$ cat src/rtl/uart_pkg.sv
// rtl/uart_pkg.sv - shared state encoding, parity modes and width helper for the UART receiver
`timescale 1ns/1ps
package uart_pkg;

    typedef enum logic [2:0] {
        ST_IDLE,
        ST_START,
        ST_DATA,
        ST_PAR,
        ST_STOP
    } rx_state_t;

    localparam int PARITY_NONE = 0;
    localparam int PARITY_ODD  = 1;
    localparam int PARITY_EVEN = 2;

    // Smallest width w such that 2**w >= value
    function automatic int clog2(input int value);
        int width;
        width = 0;
        while ((1 << width) < value) width = width + 1;
        return width;
    endfunction

endpackage

$ cat src/rtl/uart_rx_fifo.sv
// rtl/uart_rx_fifo.sv - receive FIFO with power-of-two depth and pop-through-full support
`timescale 1ns/1ps
module uart_rx_fifo
    import uart_pkg::*;
#(
    parameter int WIDTH = 8,
    parameter int DEPTH = 4
) (
    input  logic             clk_10Hz,
    input  logic             reset,
    input  logic             push,
    input  logic [WIDTH-1:0] push_data,
    input  logic             pop,
    output logic [WIDTH-1:0] pop_data,
    output logic             full,
    output logic             empty
);

    localparam int PTR_W = clog2(DEPTH);
    localparam int CNT_W = PTR_W + 1;

    logic [WIDTH-1:0] mem [DEPTH];
    logic [PTR_W-1:0] wr_ptr;
    logic [PTR_W-1:0] rd_ptr;
    logic [CNT_W-1:0] count;
    logic             do_push;
    logic             do_pop;

    assign full     = (count == CNT_W'(DEPTH));
    assign empty    = (count == '0);
    assign do_pop   = pop && !empty;
    // A full FIFO still accepts a push when the head leaves in the same cycle
    assign do_push  = push && (!full || do_pop);
    assign pop_data = empty ? '0 : mem[rd_ptr];

    // Storage array; contents are only visible while the FIFO holds data
    always_ff @(posedge clk_10Hz) begin
        if (do_push) mem[wr_ptr] <= push_data;
    end

    // Pointers wrap naturally because DEPTH is a power of two
    always_ff @(posedge clk_10Hz) begin
        if (!reset) begin
            wr_ptr <= '0;
            rd_ptr <= '0;
            count  <= '0;
        end else begin
            if (do_push) wr_ptr <= wr_ptr + PTR_W'(1);
            if (do_pop)  rd_ptr <= rd_ptr + PTR_W'(1);
            case ({do_push, do_pop})
                2'b10:   count <= count + CNT_W'(1);
                2'b01:   count <= count - CNT_W'(1);
                default: count <= count;
            endcase
        end
    end

endmodule

$ cat src/rtl/uart_rx_cfg.sv
// rtl/uart_rx_cfg.sv - configurable UART receiver with majority voting and error pulses
`timescale 1ns/1ps
module uart_rx_cfg
    import uart_pkg::*;
#(
    parameter int CLK_PER_BIT = 1042,
    parameter int DATA_BITS   = 8,
    parameter int PARITY      = 0,
    parameter int STOP_BITS   = 1,
    parameter int FIFO_DEPTH  = 4
) (
    input  logic       clk_10Hz,
    input  logic       reset,
    input  logic       rx_bit,
    output logic [7:0] rx_data,
    output logic       rx_valid,
    input  logic       rx_ready,
    output logic       parity_err,
    output logic       frame_err,
    output logic       overrun
);

    localparam int CNT_W = clog2(CLK_PER_BIT);
    localparam int HALF  = CLK_PER_BIT / 2;

    rx_state_t            state;
    rx_state_t            state_next;
    logic                 sync1;
    logic                 sync2;
    logic                 rx_prev;
    logic [1:0]           warm;
    logic                 armed;
    logic [CNT_W-1:0]     cnt;
    logic [2:0]           bit_idx;
    logic                 stop_idx;
    logic                 s_early;
    logic                 s_mid;
    logic [DATA_BITS-1:0] shreg;
    logic                 par_bit;
    logic                 stop_fail;

    logic                 rx_s;
    logic                 fall;
    logic                 at_early;
    logic                 at_mid;
    logic                 at_vote;
    logic                 at_end;
    logic                 vote;
    logic                 parity_ok;
    logic                 stop_bad;
    logic                 par_bad;
    logic                 frame_done;
    logic                 push_frame;
    logic                 fifo_pop;
    logic                 fifo_full;
    logic                 fifo_empty;
    logic [DATA_BITS-1:0] fifo_data;

    assign rx_s     = sync2;
    // An edge counts only once the line has been seen high after reset
    assign fall     = armed && rx_prev && !rx_s;
    assign at_early = (cnt == CNT_W'(HALF - 1));
    assign at_mid   = (cnt == CNT_W'(HALF));
    assign at_vote  = (cnt == CNT_W'(HALF + 1));
    assign at_end   = (cnt == CNT_W'(CLK_PER_BIT - 1));
    assign vote     = (s_early & s_mid) | (s_early & rx_s) | (s_mid & rx_s);

    assign parity_ok = (PARITY == PARITY_ODD) ? (^shreg ^ par_bit) : !(^shreg ^ par_bit);
    assign par_bad   = (PARITY != PARITY_NONE) && !parity_ok;
    assign stop_bad  = stop_fail || !vote;
    assign push_frame = frame_done && !stop_bad && !par_bad;

    assign fifo_pop = rx_valid && rx_ready;
    assign rx_valid = !fifo_empty;
    assign rx_data  = 8'(fifo_data);

    // Synchroniser, edge history and post-reset arming of the edge detector
    always_ff @(posedge clk_10Hz) begin
        if (!reset) begin
            sync1   <= 1'b1;
            sync2   <= 1'b1;
            rx_prev <= 1'b1;
            warm    <= 2'b00;
            armed   <= 1'b0;
        end else begin
            sync1   <= rx_bit;
            sync2   <= sync1;
            rx_prev <= sync2;
            warm    <= {warm[0], 1'b1};
            armed   <= armed || (warm[1] && sync2);
        end
    end

    // FSM state register
    always_ff @(posedge clk_10Hz) begin
        if (!reset) state <= ST_IDLE;
        else        state <= state_next;
    end

    // Next-state logic; the frame is decided at the final stop-bit vote
    always_comb begin
        state_next = state;
        frame_done = 1'b0;
        case (state)
            ST_IDLE:  if (fall) state_next = ST_START;
            ST_START: begin
                if (at_vote && vote)  state_next = ST_IDLE;
                else if (at_end)      state_next = ST_DATA;
            end
            ST_DATA: begin
                if (at_end && bit_idx == 3'(DATA_BITS - 1))
                    state_next = (PARITY == PARITY_NONE) ? ST_STOP : ST_PAR;
            end
            ST_PAR:   if (at_end) state_next = ST_STOP;
            ST_STOP: begin
                if (at_vote && stop_idx == 1'(STOP_BITS - 1)) begin
                    state_next = ST_IDLE;
                    frame_done = 1'b1;
                end
            end
            default:  state_next = ST_IDLE;
        endcase
    end

    // Bit-period counter, sample capture and frame assembly
    always_ff @(posedge clk_10Hz) begin
        if (!reset) begin
            cnt       <= '0;
            bit_idx   <= '0;
            stop_idx  <= 1'b0;
            s_early   <= 1'b1;
            s_mid     <= 1'b1;
            shreg     <= '0;
            par_bit   <= 1'b0;
            stop_fail <= 1'b0;
        end else begin
            if (state_next == ST_IDLE)  cnt <= '0;
            else if (state == ST_IDLE)  cnt <= CNT_W'(1);
            else if (at_end)            cnt <= '0;
            else                        cnt <= cnt + CNT_W'(1);

            if (at_early) s_early <= rx_s;
            if (at_mid)   s_mid   <= rx_s;

            if (state == ST_IDLE) begin
                bit_idx   <= '0;
                stop_idx  <= 1'b0;
                stop_fail <= 1'b0;
            end
            if (state == ST_DATA && at_vote) shreg <= {vote, shreg[DATA_BITS-1:1]};
            if (state == ST_DATA && at_end)  bit_idx <= bit_idx + 3'd1;
            if (state == ST_PAR && at_vote)  par_bit <= vote;
            if (state == ST_STOP && at_vote) stop_fail <= stop_fail || !vote;
            if (state == ST_STOP && at_end)  stop_idx <= stop_idx + 1'b1;
        end
    end

    // Registered one-cycle status pulses; frame errors mask parity errors
    always_ff @(posedge clk_10Hz) begin
        if (!reset) begin
            parity_err <= 1'b0;
            frame_err  <= 1'b0;
            overrun    <= 1'b0;
        end else begin
            parity_err <= frame_done && !stop_bad && par_bad;
            frame_err  <= frame_done && stop_bad;
            overrun    <= push_frame && fifo_full && !fifo_pop;
        end
    end

    uart_rx_fifo #(
        .WIDTH (DATA_BITS),
        .DEPTH (FIFO_DEPTH)
    ) u_fifo (
        .clk_10Hz  (clk_10Hz),
        .reset     (reset),
        .push      (push_frame),
        .push_data (shreg),
        .pop       (fifo_pop),
        .pop_data  (fifo_data),
        .full      (fifo_full),
        .empty     (fifo_empty)
    );

endmodule

$ cat config.mk
export PLATFORM = sky130hd
export DESIGN_NAME = uart_rx_cfg
export DESIGN_NICKNAME = d
export VERILOG_FILES = /design/src/rtl/uart_pkg.sv /design/src/rtl/uart_rx_fifo.sv /design/src/rtl/uart_rx_cfg.sv
export SDC_FILE = /design/constraint.sdc
export NUM_CORES = 1
export LEC_CHECK = 0
export BUFFER_PORTS_ARGS = -buffer_cell sky130_fd_sc_hd__buf_2
export CORE_MARGIN = 2
export CORE_UTILIZATION = 60
export DETAILED_ROUTE_END_ITERATION = 10
export GPL_ROUTABILITY_DRIVEN = 0
export PLACE_DENSITY_LB_ADDON = 0.05
export SYNTH_ARGS = -nofsm -noshare
export SYNTH_HDL_FRONTEND = slang
export SYNTH_SLANG_ARGS = --single-unit
$ cat constraint.sdc
create_clock -name clk_10Hz -period 7.09 [get_ports clk_10Hz]
set_input_delay 0.3545 -clock clk_10Hz [delete_from_list [all_inputs] [get_ports clk_10Hz]]
set_output_delay 0.3545 -clock clk_10Hz [all_outputs]
set_load 0.01 [all_outputs]
==> results of run 1 <==
[Yosys cell counts, drive strengths merged, types with 2 or more instances]
cell,count
nand3,11
inv,9
or3,5
ha,11
a21boi,3
buf,2
xnor2,5
mux4,8
nor4,3
nor2b,13
mux2i,9
nor2,15
o32a,2
nand2,17
nand4,5
maj3,2
o21ai,3
a21oi,4
nand2b,6
edfxtp,32
clkbuf,8
nor3,8
dfxtp,46
xor2,9
and2,19
nor3b,2
or4b,2
nor4b,2
and3,6
[flip-flops by register name, indices dropped and copies added (netlist names), named ones only]
| name | flops |
|---|---|
| overrun | 1 |
| shreg | 8 |
| warm | 2 |
| state | 3 |
| sync1 | 1 |
| u_fifo.mem | 32 |
| rx_s | 1 |
| u_fifo.rd_ptr | 2 |
| stop_fail | 1 |
| armed | 1 |
| frame_err | 1 |
| u_fifo.count | 3 |
| s_mid | 1 |
| bit_idx | 3 |
| s_early | 1 |
| stop_idx | 1 |
| cnt | 11 |
| u_fifo.wr_ptr | 2 |
| rx_prev | 1 |
[cell type report]
cell class                 instances  area [um^2]  share of cell area, %
sequential                        78         1880                   50.3
clock inverter                     6          116                   3.11
inverter                           9         33.8                  0.902
clock buffer                      10          138                   3.68
timing repair buffer              14         70.1                   1.87
multi-input combinational        182         1410                   37.8
tap                               72         90.1                   2.41
[critical path, stage by stage (launching register included)]
cell,delay [ns]
sky130_fd_sc_hd__dfxtp_1,0.37
sky130_fd_sc_hd__nor4_1,0.54
sky130_fd_sc_hd__nand4_1,0.22
sky130_fd_sc_hd__nor4_2,0.58
sky130_fd_sc_hd__inv_1,0.10
sky130_fd_sc_hd__ha_1,0.23
sky130_fd_sc_hd__inv_1,0.07
sky130_fd_sc_hd__fa_1,0.18
sky130_fd_sc_hd__xor2_1,0.08
sky130_fd_sc_hd__or3_1,0.31
sky130_fd_sc_hd__a21boi_0,0.16
[routing by layer]
| metal | vias up | track usage [%] | routed length, um |
|---|---|---|---|
| li1 | 1022 | - | - |
| met1 | 996 | 27.6 | 2800 |
| met2 | 27 | 33.2 | 2780 |
| met3 | 9 | 4.20 | 153 |
| met4 | 0 | 9.66 | 81 |
| met5 | - | 0 | 0 |
[power groups by stage]
| stage | combinational, mW | sequential [mW] | clock [mW] |
|---|---|---|---|
| 2_1_floorplan | 0.00757 | 0.476 | 0 |
| 3_3_place_gp | 0.00940 | 0.476 | 0 |
| 3_5_place_dp | 0.00954 | 0.476 | 0 |
| 4_1_cts | 0.00960 | 0.466 | 0.412 |
| 5_1_grt | 0.0104 | 0.466 | 0.430 |
| 6_report | 0.00943 | 0.466 | 0.406 |
[kinds of logic (layout without fill, tap and decap cells)]
family / count (synthesis) / count (layout) / share of synthesized area [%]
simple gates: 119 / 119 / 21.0
flops: 78 / 78 / 55.7
buf+inv: 19 / 39 / 2.44
compound gates: 17 / 17 / 3.82
mux: 17 / 17 / 8.00
fa+ha+maj: 14 / 14 / 5.26
xor+xnor: 14 / 14 / 3.63
other cells: 1 / 1 / 0.111
[placed cells by master, fill, tap and decap left out, types with 3 or more instances in the layout]
cell,synthesis,final
sky130_fd_sc_hd__nor3_2,4,4
sky130_fd_sc_hd__nand4_1,5,5
sky130_fd_sc_hd__ha_1,11,11
sky130_fd_sc_hd__mux4_2,8,8
sky130_fd_sc_hd__o21ai_0,3,3
sky130_fd_sc_hd__mux2i_1,9,9
sky130_fd_sc_hd__dfxtp_1,46,46
sky130_fd_sc_hd__edfxtp_1,32,32
sky130_fd_sc_hd__nor3_1,4,4
sky130_fd_sc_hd__buf_2,0,14
sky130_fd_sc_hd__inv_1,9,9
sky130_fd_sc_hd__xnor2_1,5,5
sky130_fd_sc_hd__nand2_1,17,17
sky130_fd_sc_hd__nand2b_1,6,6
sky130_fd_sc_hd__nand3_1,11,11
sky130_fd_sc_hd__bufinv_16,0,3
sky130_fd_sc_hd__xor2_1,9,9
sky130_fd_sc_hd__or3_1,4,4
sky130_fd_sc_hd__and3_1,6,6
sky130_fd_sc_hd__nor2b_1,13,13
sky130_fd_sc_hd__nor2_1,15,15
sky130_fd_sc_hd__and2_1,19,19
sky130_fd_sc_hd__a21oi_1,4,4
sky130_fd_sc_hd__clkbuf_8,0,10
[final timing paths]
kind	endpoint	slack, ns	cells after the start
hold / removal	sync1	0.19	2
hold reg to reg	rx_s	0.41	1
setup reg to reg	u_fifo.count[2]	4.19	10
setup / recovery	u_fifo.count[2]	4.19	10
==> reports/results.txt, run 1 <==
For the total of hold buffers inserted after clock tree synthesis, the log shows 0. The worst setup path is captured at a register. The final layout contains routed wiring with a total length of 5820 um. The clock-pin slew reported for the worst setup and hold paths after clock tree synthesis was 0.08 ns.

The origin of the worst setup path is cnt[2]. Clock latency on the worst-skew pair, taken at its later pin, is 0.34 ns. In this run the deepest clock path goes through 2 buffers. The final count of hold timing violations is 0. Entering global routing, the biggest net connects 35 pins. The width of the die is 79.0 um. Of all nets on the critical path, the largest fanout is 7.

Once layout is complete, the utilization of the core stands at 68.4%. Counting every sink on the clock net gives 78. Counting the fill cells in the layout gives 423. The tightest hold path in the finished design has a slack of 0.193 ns. The logs give 1.1% for the share of total power in combinational logic and 3740 um^2 for the summed area of non-filler cells in the final layout. Setup repair after global routing left no endpoint under its margin. Derived from the worst setup path, the maximum achievable clock frequency is 0.345 GHz. The height of the chip came out at 79.0 um.

In the routed design, unresolved DRC markers number 0. The run gives 3490 um^2 as the post-placement cell area. Cells with a size suffix above 1 make up 16.7% of the layout.

Cell internal power was estimated by the tool at 714 uW. After floorplanning, the core was divided into 27 placement rows. The routed via count divided by cell count works out to 5.54.

The instance count of the mapped netlist came out at 279. The wire-length estimate of the detail-placed layout is 3940 um. The worst slew margin relative to its limit came out at 39.0%. Compared with the post-synthesis result, the final layout area differs by 10.8%. In the post-route analysis, the smallest setup slack over all paths is 4.19 ns. Global routing used 20.8% of the available tracks across all layers.

In this run the power spent charging and discharging nets is 167 uW. The part of the Yosys area used for sequential elements was 55.7%. The most used flip-flop cell after synthesis is sky130_fd_sc_hd__dfxtp_1. The synthesized design contains 32 enable-type register cells.

The final period utilization works out to 40.9%. Across the routed clock network, the largest skew measured is 0.00866 ns. The share of synthesized registers carrying an async set or reset came out at 0%.

In this run, post-CTS repair resized a total of 0 instances. Final non-filler cell total: 371. The time the worst path needs with I/O delays and setup was 2.90 ns. In the final routed layout, each cell accounts on average for 15.7 um.

The run gives 1.33 nW as the static leakage. After detailed placement, the design holds a cell count of 355. The run gives 0 as the number of antenna violations at the first check in global routing. The first routing iteration left 66 violations.

In this run the remaining antenna-violating nets after routing total 0. Once the floorplan was initialized, standard cells occupied 61.7% of the core. The path class of the tightest hold or removal check is in -> reg.

The final route contains 2054 vias. The number of different library cells in the post-synthesis netlist is 47, and the data required time of the worst path is 7.36 ns. The tools report the leftover overflow at the end of global routing as 0. Ranked by total cell area, the synthesized netlist is headed by sky130_fd_sc_hd__edfxtp_1 (28%), sky130_fd_sc_hd__dfxtp_1 (27%), sky130_fd_sc_hd__mux4_2 (5.3%), sky130_fd_sc_hd__ha_1 (4.1%), sky130_fd_sc_hd__and2_1 (3.5%).

In this run the mean area of a mapped cell was 12.1 um^2. Of the post-synthesis cell area, the dominant cell type holds 28.4%. The logs give 16 for the top-level I/O count and 0 for the final max-slew violation count. The floorplan die area was 6250 um^2; the clock share of power was 46.1%.

The hold path startpoint is rx_bit. The flow ran to the end, and the final reports show no timing, DRC or antenna violations. Setup total negative slack on the finished layout was measured at 0 ns.

The worst register-to-register path begins at cnt[2]. After the last flow step, the layout net total stands at 310. The logs give 2009 for the via count of the first global-routing pass and 3380 um^2 for the post-synthesis instance area. Master cell of the clock root buffer: sky130_fd_sc_hd__clkbuf_8. The data arrival time of the worst path is 3.17 ns, and the total of buffers placed on input and output ports is 14.

The switching share of power is 19.0%. The repair_antennas step left the layout with diodes totalling 0. STA classifies the critical path startpoint as a register.

TritonCTS built the clock tree. The total power was 882 uW; the worst slack at placement was 4.22 ns. For the pin with the worst max-slew slack, the measured transition is 0.910 ns. The run gives 52.9% as the sequential fraction of design power. The worst-case IR drop observed on VDD is 181 uV. Dividing total power by cell area gives a power density of 235 nW/um^2. The post-synthesis sequential element count is 78, and the count of buffers added by post-CTS timing repair for setup is 0. The tool flagged a number of max-cap violations equal to 0.

Yosys printed 0 warnings. Setup violations remaining at the end of the flow were counted as 0. The CTS H-tree depth is 3. Counting every net in the synthesized netlist gives 295. The first TritonRoute pass finished after 4 iterations. The setup path with the least slack is of type reg -> reg. The total area inside the core boundary comes to 5470 um^2. The first global-routing pass estimated 9670 um of wire. Buffers inserted during clock tree synthesis total 9.

The synthesized design spends more area on one cell type than any other, namely sky130_fd_sc_hd__edfxtp_1.
Power figures use the tool's default switching activity.
==> inputs of run 2 (changes only) <==
- CORE_UTILIZATION: 60 -> 54
- clock period: 7.09 -> 2.4 ns (I/O delays scaled with it)
==> reports/results.txt, run 2 (synthesis gave the netlist of run 1 again) <==
For flop-to-flop paths, the worst setup slack is 0.07 ns. The tools report the effective utilization at floorplan as 56.4%. The critical register-to-register path startpoint was cnt[6]. Along the worst hold path, the cell count comes to 3. The violation count after the first detailed-route iteration is 72, and the internal cell power is 2.08 mW. In the final routed layout, each cell accounts on average for 14.8 um.

Of the cells placed in the final design, the portion with a size suffix greater than 1 is 25.2%. Net switching is 19.7% of the power. The top-level I/O count was 16; the pin count of the biggest net entering global routing was 34. The tools report the master cell of the clock root buffer as sky130_fd_sc_hd__clkbuf_8.

TritonCTS built the clock tree. The layer carrying the most global-route usage is met2. For this run the aggregate overflow at the end of global routing stands at 0. The row count is 28.

The critical path class was reg -> reg. The logs give 61.2% for the worst slew margin relative to its limit and 0.0667 ns for the worst hold slack. The clock share of power was 45.7%; the total half-perimeter wirelength after legalization and detailed placement was 4070 um.

The die covers 6900 um^2. The number of antenna diodes in the final layout is 0. The worst setup path is launched from a register.

The register with the most flip-flops in the layout has 32 of them. The top cell types in the final layout, fill and taps aside, are sky130_fd_sc_hd__dfxtp_1 (41), sky130_fd_sc_hd__edfxtp_1 (32), sky130_fd_sc_hd__buf_4 (21), sky130_fd_sc_hd__and2_1 (19), sky130_fd_sc_hd__nand2_1 (17). The routed via count divided by cell count works out to 5.24. For the CTS H-tree depth, the log shows 3. The final period utilization works out to 97.3%.

The worst min-delay path class was in -> reg. Setup repair after global routing could not meet its margin everywhere. Endpoint of the lowest-slack register-to-register path: u_fifo.count[2]. The maximum fanout count along the critical path works out to 3.

The run finished with clean final reports. Global routing consumed, over all layers together, 19.0% of the routing resources. The logs give 0 for the number of antenna violations at the first check in global routing and 25.1% for the global-route met1 utilization. Width of the die: 83.1 um. Global routing consumed, on the met2 layer, 29.8% of the routing resources. Clock skew on the completed layout was measured at 0.00891 ns. For this block, the routed nets add up to 5870 um of wire. Leaving out fill and tap cells, the most frequent cell in the layout is sky130_fd_sc_hd__dfxtp_1. The tools report the core box area as 5990 um^2. The tools report the number of clock sinks seen by CTS as 78. The highest clock frequency the design can meet was 0.428 GHz; the number of routed nets with antenna violations was 0. STA classifies the critical path endpoint as a register. The tools report the global-route wire length before repair as 10300 um. At the worst endpoint, the required time is 2.68 ns.

The sequential fraction of design power is 52.9%. The tools report the via count of the first global-routing pass as 2113. Clock-pin slew was measured on the worst setup and hold paths at 0.08 ns. The final count of hold timing violations is 0. The net load switching power is 510 uW. The first TritonRoute pass finished after 4 iterations. Ranked by flip-flop count, first place goes to u_fifo.mem. At the pin with the least slew margin, the transition time is 0.581 ns.

The height of the chip was 83.1 um; the sum of negative setup slack was 0 ns. For met3 alone, demand over resource in global routing was 3.98%. Setup violations remaining at the end of the flow were counted as 0. The final max-slew violation count is 0. The later-pin clock latency in the skew report was 0.35 ns; the total vias in the final route was 2076. In this run the tool buffered the top-level ports with 14 buffer cells.

Relative to the synthesized area, the layout overhead comes to 17.3%. Time the worst path needs with I/O delays and setup: 2.33 ns. After the last flow step, the layout net total stands at 332. Combinational logic is responsible for 1.3% of the overall power. The worst hold path begins at rx_ready. The length in cells of the worst reg-to-reg path is 11.

Summed over all cells, the static leakage comes to 1.46 nW. Power spread over the standard cell area amounts to 655 nW/um^2. Across the run, the number of max-cap violations was 0.

In the final layout, the registers with the most flip-flops are u_fifo.mem x32, cnt x11, shreg x8. The worst supply voltage drop on vdd was 398 uV; the residual DRC count was 0. TritonCTS created 9 clock buffers. The path with the worst hold slack has its endpoint at overrun.

For the data arrival time of the worst path, the log shows 2.62 ns. Counting along the longest clock path gives a buffer depth of 2.
-- run 2: cell count changes in the layout (fill, tap and decap cells not counted), sizes merged --
cell	delta
dlygate4sd3	+1
buf	+21
clkbuf	-1
inv	+1
-- run 2: area by class of cell --
| cell class | instances | area, um^2 |
|---|---|---|
| clock buffer | 9 | 124 |
| fill | 466 | 2030 |
| multi-input combinational | 182 | 1460 |
| sequential | 78 | 1890 |
| tap | 75 | 93.8 |
| clock inverter | 7 | 120 |
| inverter | 9 | 33.8 |
| timing repair buffer | 36 | 238 |
-- run 2: layer usage --
metal / vias up / share of wire, %
li1: 1062 / -
met1: 966 / 47
met2: 34 / 48
met3: 14 / 2.7
met4: 0 / 2.5
met5: - / 0
-- run 2: critical path, cell delays in order, from the launching register on --
cell,delay [ns]
sky130_fd_sc_hd__dfxtp_2,0.34
sky130_fd_sc_hd__nor4_4,0.26
sky130_fd_sc_hd__buf_4,0.15
sky130_fd_sc_hd__nand4_1,0.19
sky130_fd_sc_hd__nor4_4,0.32
sky130_fd_sc_hd__inv_1,0.11
sky130_fd_sc_hd__ha_4,0.17
sky130_fd_sc_hd__inv_2,0.05
sky130_fd_sc_hd__fa_2,0.19
sky130_fd_sc_hd__xor2_1,0.06
sky130_fd_sc_hd__or3_1,0.31
sky130_fd_sc_hd__a21boi_1,0.12
-- run 2: worst max-delay path by stage --
stage	slack [ns]	from	depth (start not counted)	endpoint
after global placement	0.10	cnt[2]	11	u_fifo.count[2]
after CTS	0.01	u_fifo.count[1]	10	u_fifo.count[2]
after detailed placement	-0.04	cnt[5]	11	u_fifo.count[2]
after global routing	-0.08	cnt[6]	11	u_fifo.count[2]
final	0.07	cnt[6]	11	u_fifo.count[2]
after floorplan	0.02	cnt[2]	10	u_fifo.count[2]
-- run 2: what timing repair did --
item,CTS,global route
setup buffers,0,3
gates cloned,0,0
gates resized for setup,1,11
setup endpoints to repair,2,2
pin swaps,1,5
endpoints found under the hold margin,1,0
hold buffers,1,0
-- run 2: power groups by stage --
stage	clock network, mW	registers [mW]	logic (mW)
2_1_floorplan	0	1.41	0.0224
3_3_place_gp	0	1.41	0.0335
3_5_place_dp	0	1.41	0.0338
4_1_cts	1.21	1.37	0.0352
5_1_grt	1.28	1.37	0.0390
6_report	1.19	1.37	0.0348
-- run 2: per-stage QoR --
step                      cells  power (mW)  util [%]  setup slack, ns  area, um^2
final                       396        2.59      66.1           0.0659        3960
after global routing        396        2.69      66.1          -0.0810        3960
after CTS                   393        2.62      65.2           0.0112        3910
after detailed placement    376        1.44      60.9          -0.0449        3650
after global placement      376        1.44      60.9            0.103        3650
after floorplan             279        1.43         -           0.0201        3400
==> inputs of run 3 (changes only) <==
- CORE_UTILIZATION: 54 -> 55
- SYNTH_HIERARCHICAL: not set -> 1
==> reports/results.txt, run 3 <==
Across all hold checks on the routed design, the worst slack comes to 0.145 ns. Detailed placement ended at an HPWL of 4110 um. The final count of hold timing violations is 0.

Summing the areas of all and, or, nand and nor instances in the mapped netlist gives 21.9% of the synthesized area. The final period utilization is 91.3%, and the average wire length per cell after detail routing is 14.5 um. Ranked by total cell area, the synthesized netlist is headed by sky130_fd_sc_hd__edfxtp_1 (27%), sky130_fd_sc_hd__dfxtp_1 (26%), sky130_fd_sc_hd__mux4_2 (5.0%), sky130_fd_sc_hd__ha_1 (3.5%), sky130_fd_sc_hd__nor2b_1 (3.3%). At the pin with the least slew margin, the transition time is 0.533 ns. Setup repair after global routing left no endpoint under its margin. By area, the combinational part of the netlist is dominated by simple AND/OR/NAND/NOR gates. Counting flops per register, the top entry is u_fifo/mem. After clock tree synthesis, the clock-pin slew on the worst setup and hold paths is 0.08 ns. After detailed routing, the total wire length is 5880 um. The library cell used most frequently in the layout, excluding fill and tap cells, is sky130_fd_sc_hd__dfxtp_1.

The pre-antenna-repair detailed-routing pass consisted of 4 iterations. The count of buffers added on input and output ports is 14. The residual DRC count is 0, and the global-route wire length before repair is 10500 um.

TritonCTS built the clock tree. Most instantiated library cell after synthesis: sky130_fd_sc_hd__dfxtp_1. In the final timing run, aggregate negative setup slack is 0 ns. The number of flip-flops in the largest register is 32, and the final max-slew violation count is 0.

The detailed router placed 2187 vias in this run. The number of inserted diodes is 0. On the final layout, the worst clock skew is 0.00803 ns.

The instance count of the mapped netlist was 295. The post-route netlist has 25.9% of its cells at a drive strength greater than 1. Along the worst path, the maximum fanout reaches 5.

Data arrival time of the worst path: 2.47 ns. The tightest min-delay check is of the in -> reg type. The clock net in this run drives a total of 78 sinks. The number of nets produced by synthesis was 310; the leftover overflow at the end of global routing was 0.

The run gives 338 as the post-layout net count. The largest area contributor in the netlist was sky130_fd_sc_hd__edfxtp_1. STA classifies the critical path startpoint as a register. In this run the cell area measured after placement is 3820 um^2. Of the total synthesized cell area, the portion taken by full adders, half adders and majority gates is 4.30%. Master cell of the clock root buffer: sky130_fd_sc_hd__clkbuf_8.

The number of different library cells in the post-synthesis netlist is 62. STA classifies the critical path endpoint as a register. 16 I/O pins were placed. For the final number of setup-violating endpoints, the log shows 0. Across the run, the number of max-cap violations was 0.

The tools report the worst supply voltage drop on vdd as 418 uV. From bottom edge to top edge, the die measures 85.0 um. Entering global routing, the biggest net connects 30 pins. The time the worst path needs with I/O delays and setup is 2.19 ns.

By startpoint and endpoint, the worst setup path is classified as reg -> reg. Sorting the synthesized cells by how often they occur yields sky130_fd_sc_hd__dfxtp_1 (46), sky130_fd_sc_hd__edfxtp_1 (32), sky130_fd_sc_hd__nor2b_1 (19), sky130_fd_sc_hd__nand2_1 (16), sky130_fd_sc_hd__inv_1 (14). The floorplan die area was 7220 um^2; the routed via count divided by cell count was 5.40.

The run gives 2.68 ns as the data required time of the worst path. The most used flip-flop cell after synthesis is sky130_fd_sc_hd__dfxtp_1. The maximum clock insertion buffer count is 2. Leaving out fill and tap cells, the most frequent cells in the layout are sky130_fd_sc_hd__dfxtp_1 (46), sky130_fd_sc_hd__edfxtp_1 (32), sky130_fd_sc_hd__nor2b_1 (19), sky130_fd_sc_hd__nand2_1 (16), sky130_fd_sc_hd__buf_4 (16). The tools report the via count of the first global-routing pass as 2219.

Xor-xnor portion of the synthesized cell area: 3.16%. The total CTS buffers was 9; the power density of the placed cells was 588 nW/um^2. The number of enable-type register cells in the synthesized netlist works out to 32. Measured against its own limit, the worst slew margin works out to 64.4%. The share of cell area taken by muxes after synthesis was 7.77%. Synthesis inferred 78 register bits. Compared with the post-synthesis result, the final layout area differs by 11.8%. Averaged over all synthesized cells, the footprint is 12.2 um^2.

The highest clock frequency the design can meet was 0.456 GHz. The finished cells cover 4030 um^2. The worst path meets setup with 0.209 ns of slack. The synthesized netlist devotes 6.35% of its cell area to compound gates. In the synthesized netlist the async set-or-reset flop fraction comes to 0%. Global routing consumed, over all layers together, 18.6% of the routing resources. The run finished with clean final reports. The cell area that synthesis handed to floorplanning was 3610 um^2.

Summed over its instances, the top area cell type makes up 26.6% of the synthesized netlist area. The tools report the worst slack at placement as 0.142 ns. The H-tree generated during clock tree synthesis spans 3 levels. Across all register-to-register paths, the minimum setup slack is 0.21 ns.

Row count: 29. Once detail routing completed, the nets flagged for antenna violations numbered 0. In the final layout, the registers with the most flip-flops are u_fifo/mem x32, cnt x11, shreg x8. The effective utilization at floorplan was 56.8%. The count of synthesis-stage warnings from yosys was 6; the number of antenna violations at the first check in global routing was 0.

For the core box area, the log shows 6350 um^2. Sequential elements use 52.2% of the synthesized area. The total power is 2.37 mW.

The tools report the later-pin clock latency in the skew report as 0.35 ns. Summed over all cells, the static leakage comes to 1.38 nW. The violation count after the first detailed-route iteration is 107. Width of the die: 85.0 um.
## run 3: path summary, 6_finish.rpt
kind | cells past startpoint | to | start
worst min-delay path | 1 | warm[0] | reset
worst max-delay path | 9 | u_fifo/count[2] | cnt[5]
worst max register to register | 9 | u_fifo/count[2] | cnt[5]
worst min register to register | 1 | rx_s | sync1
## run 3: critical path: stages (launching register included)
cell and delay [ns]:
sky130_fd_sc_hd__dfxtp_1 0.37, sky130_fd_sc_hd__nor4_4 0.34, sky130_fd_sc_hd__nand4b_2 0.15, sky130_fd_sc_hd__nor4_2 0.30, sky130_fd_sc_hd__inv_1 0.11, sky130_fd_sc_hd__nand2b_1 0.10
sky130_fd_sc_hd__fa_1 0.22, sky130_fd_sc_hd__nand3b_4 0.08, sky130_fd_sc_hd__or3_1 0.30, sky130_fd_sc_hd__a31oi_1 0.15
## run 3: layer usage
| metal | wire [um] | vias to the layer above | share of wire (%) | GRT usage [%] |
|---|---|---|---|---|
| li1 | - | 1104 | - | - |
| met1 | 2730 | 1048 | 47 | 23.7 |
| met2 | 2880 | 20 | 49 | 30.4 |
| met3 | 136 | 15 | 2.3 | 3.89 |
| met4 | 127 | 0 | 2.2 | 8.95 |
| met5 | 0 | - | 0 | 0 |
## run 3: cell type report
class,instances,area [um^2]
well taps,77,96.3
fillers,499,2320
flip-flops and latches,78,1880
clock buffers,9,124
clock inverters,7,75.1
inverters,14,52.6
repair buffers,32,220
multi-input cells,188,1580
## run 3: report_power, final
part	total (mW)	leakage, nW	switching (mW)	internal (mW)
Sequential	1.38	0.668	0.00302	1.37
Clock	0.964	0.0914	0.484	0.481
Combinational	0.0327	0.623	0.0195	0.0131
## run 3: cells by family after synthesis
kind of cell	after synthesis
compound gates	30
flops	78
buf+inv	29
xor+xnor	13
mux	18
fa+ha+maj	12
other cells	1
simple gates	114
## run 3: repair_timing
item,4_1_cts,5_1_grt
buffers inserted,0,0
endpoints found under the setup margin,0,34
resized for setup,0,1
hold endpoints to repair,1,0
hold buffers,1,0
## run 3: metrics by stage
stage	utilization, %	instances
after CTS	63.4	405
after floorplan	-	295
after global routing	63.5	405
final	63.5	405
after global placement	60.1	388
after detailed placement	60.1	388
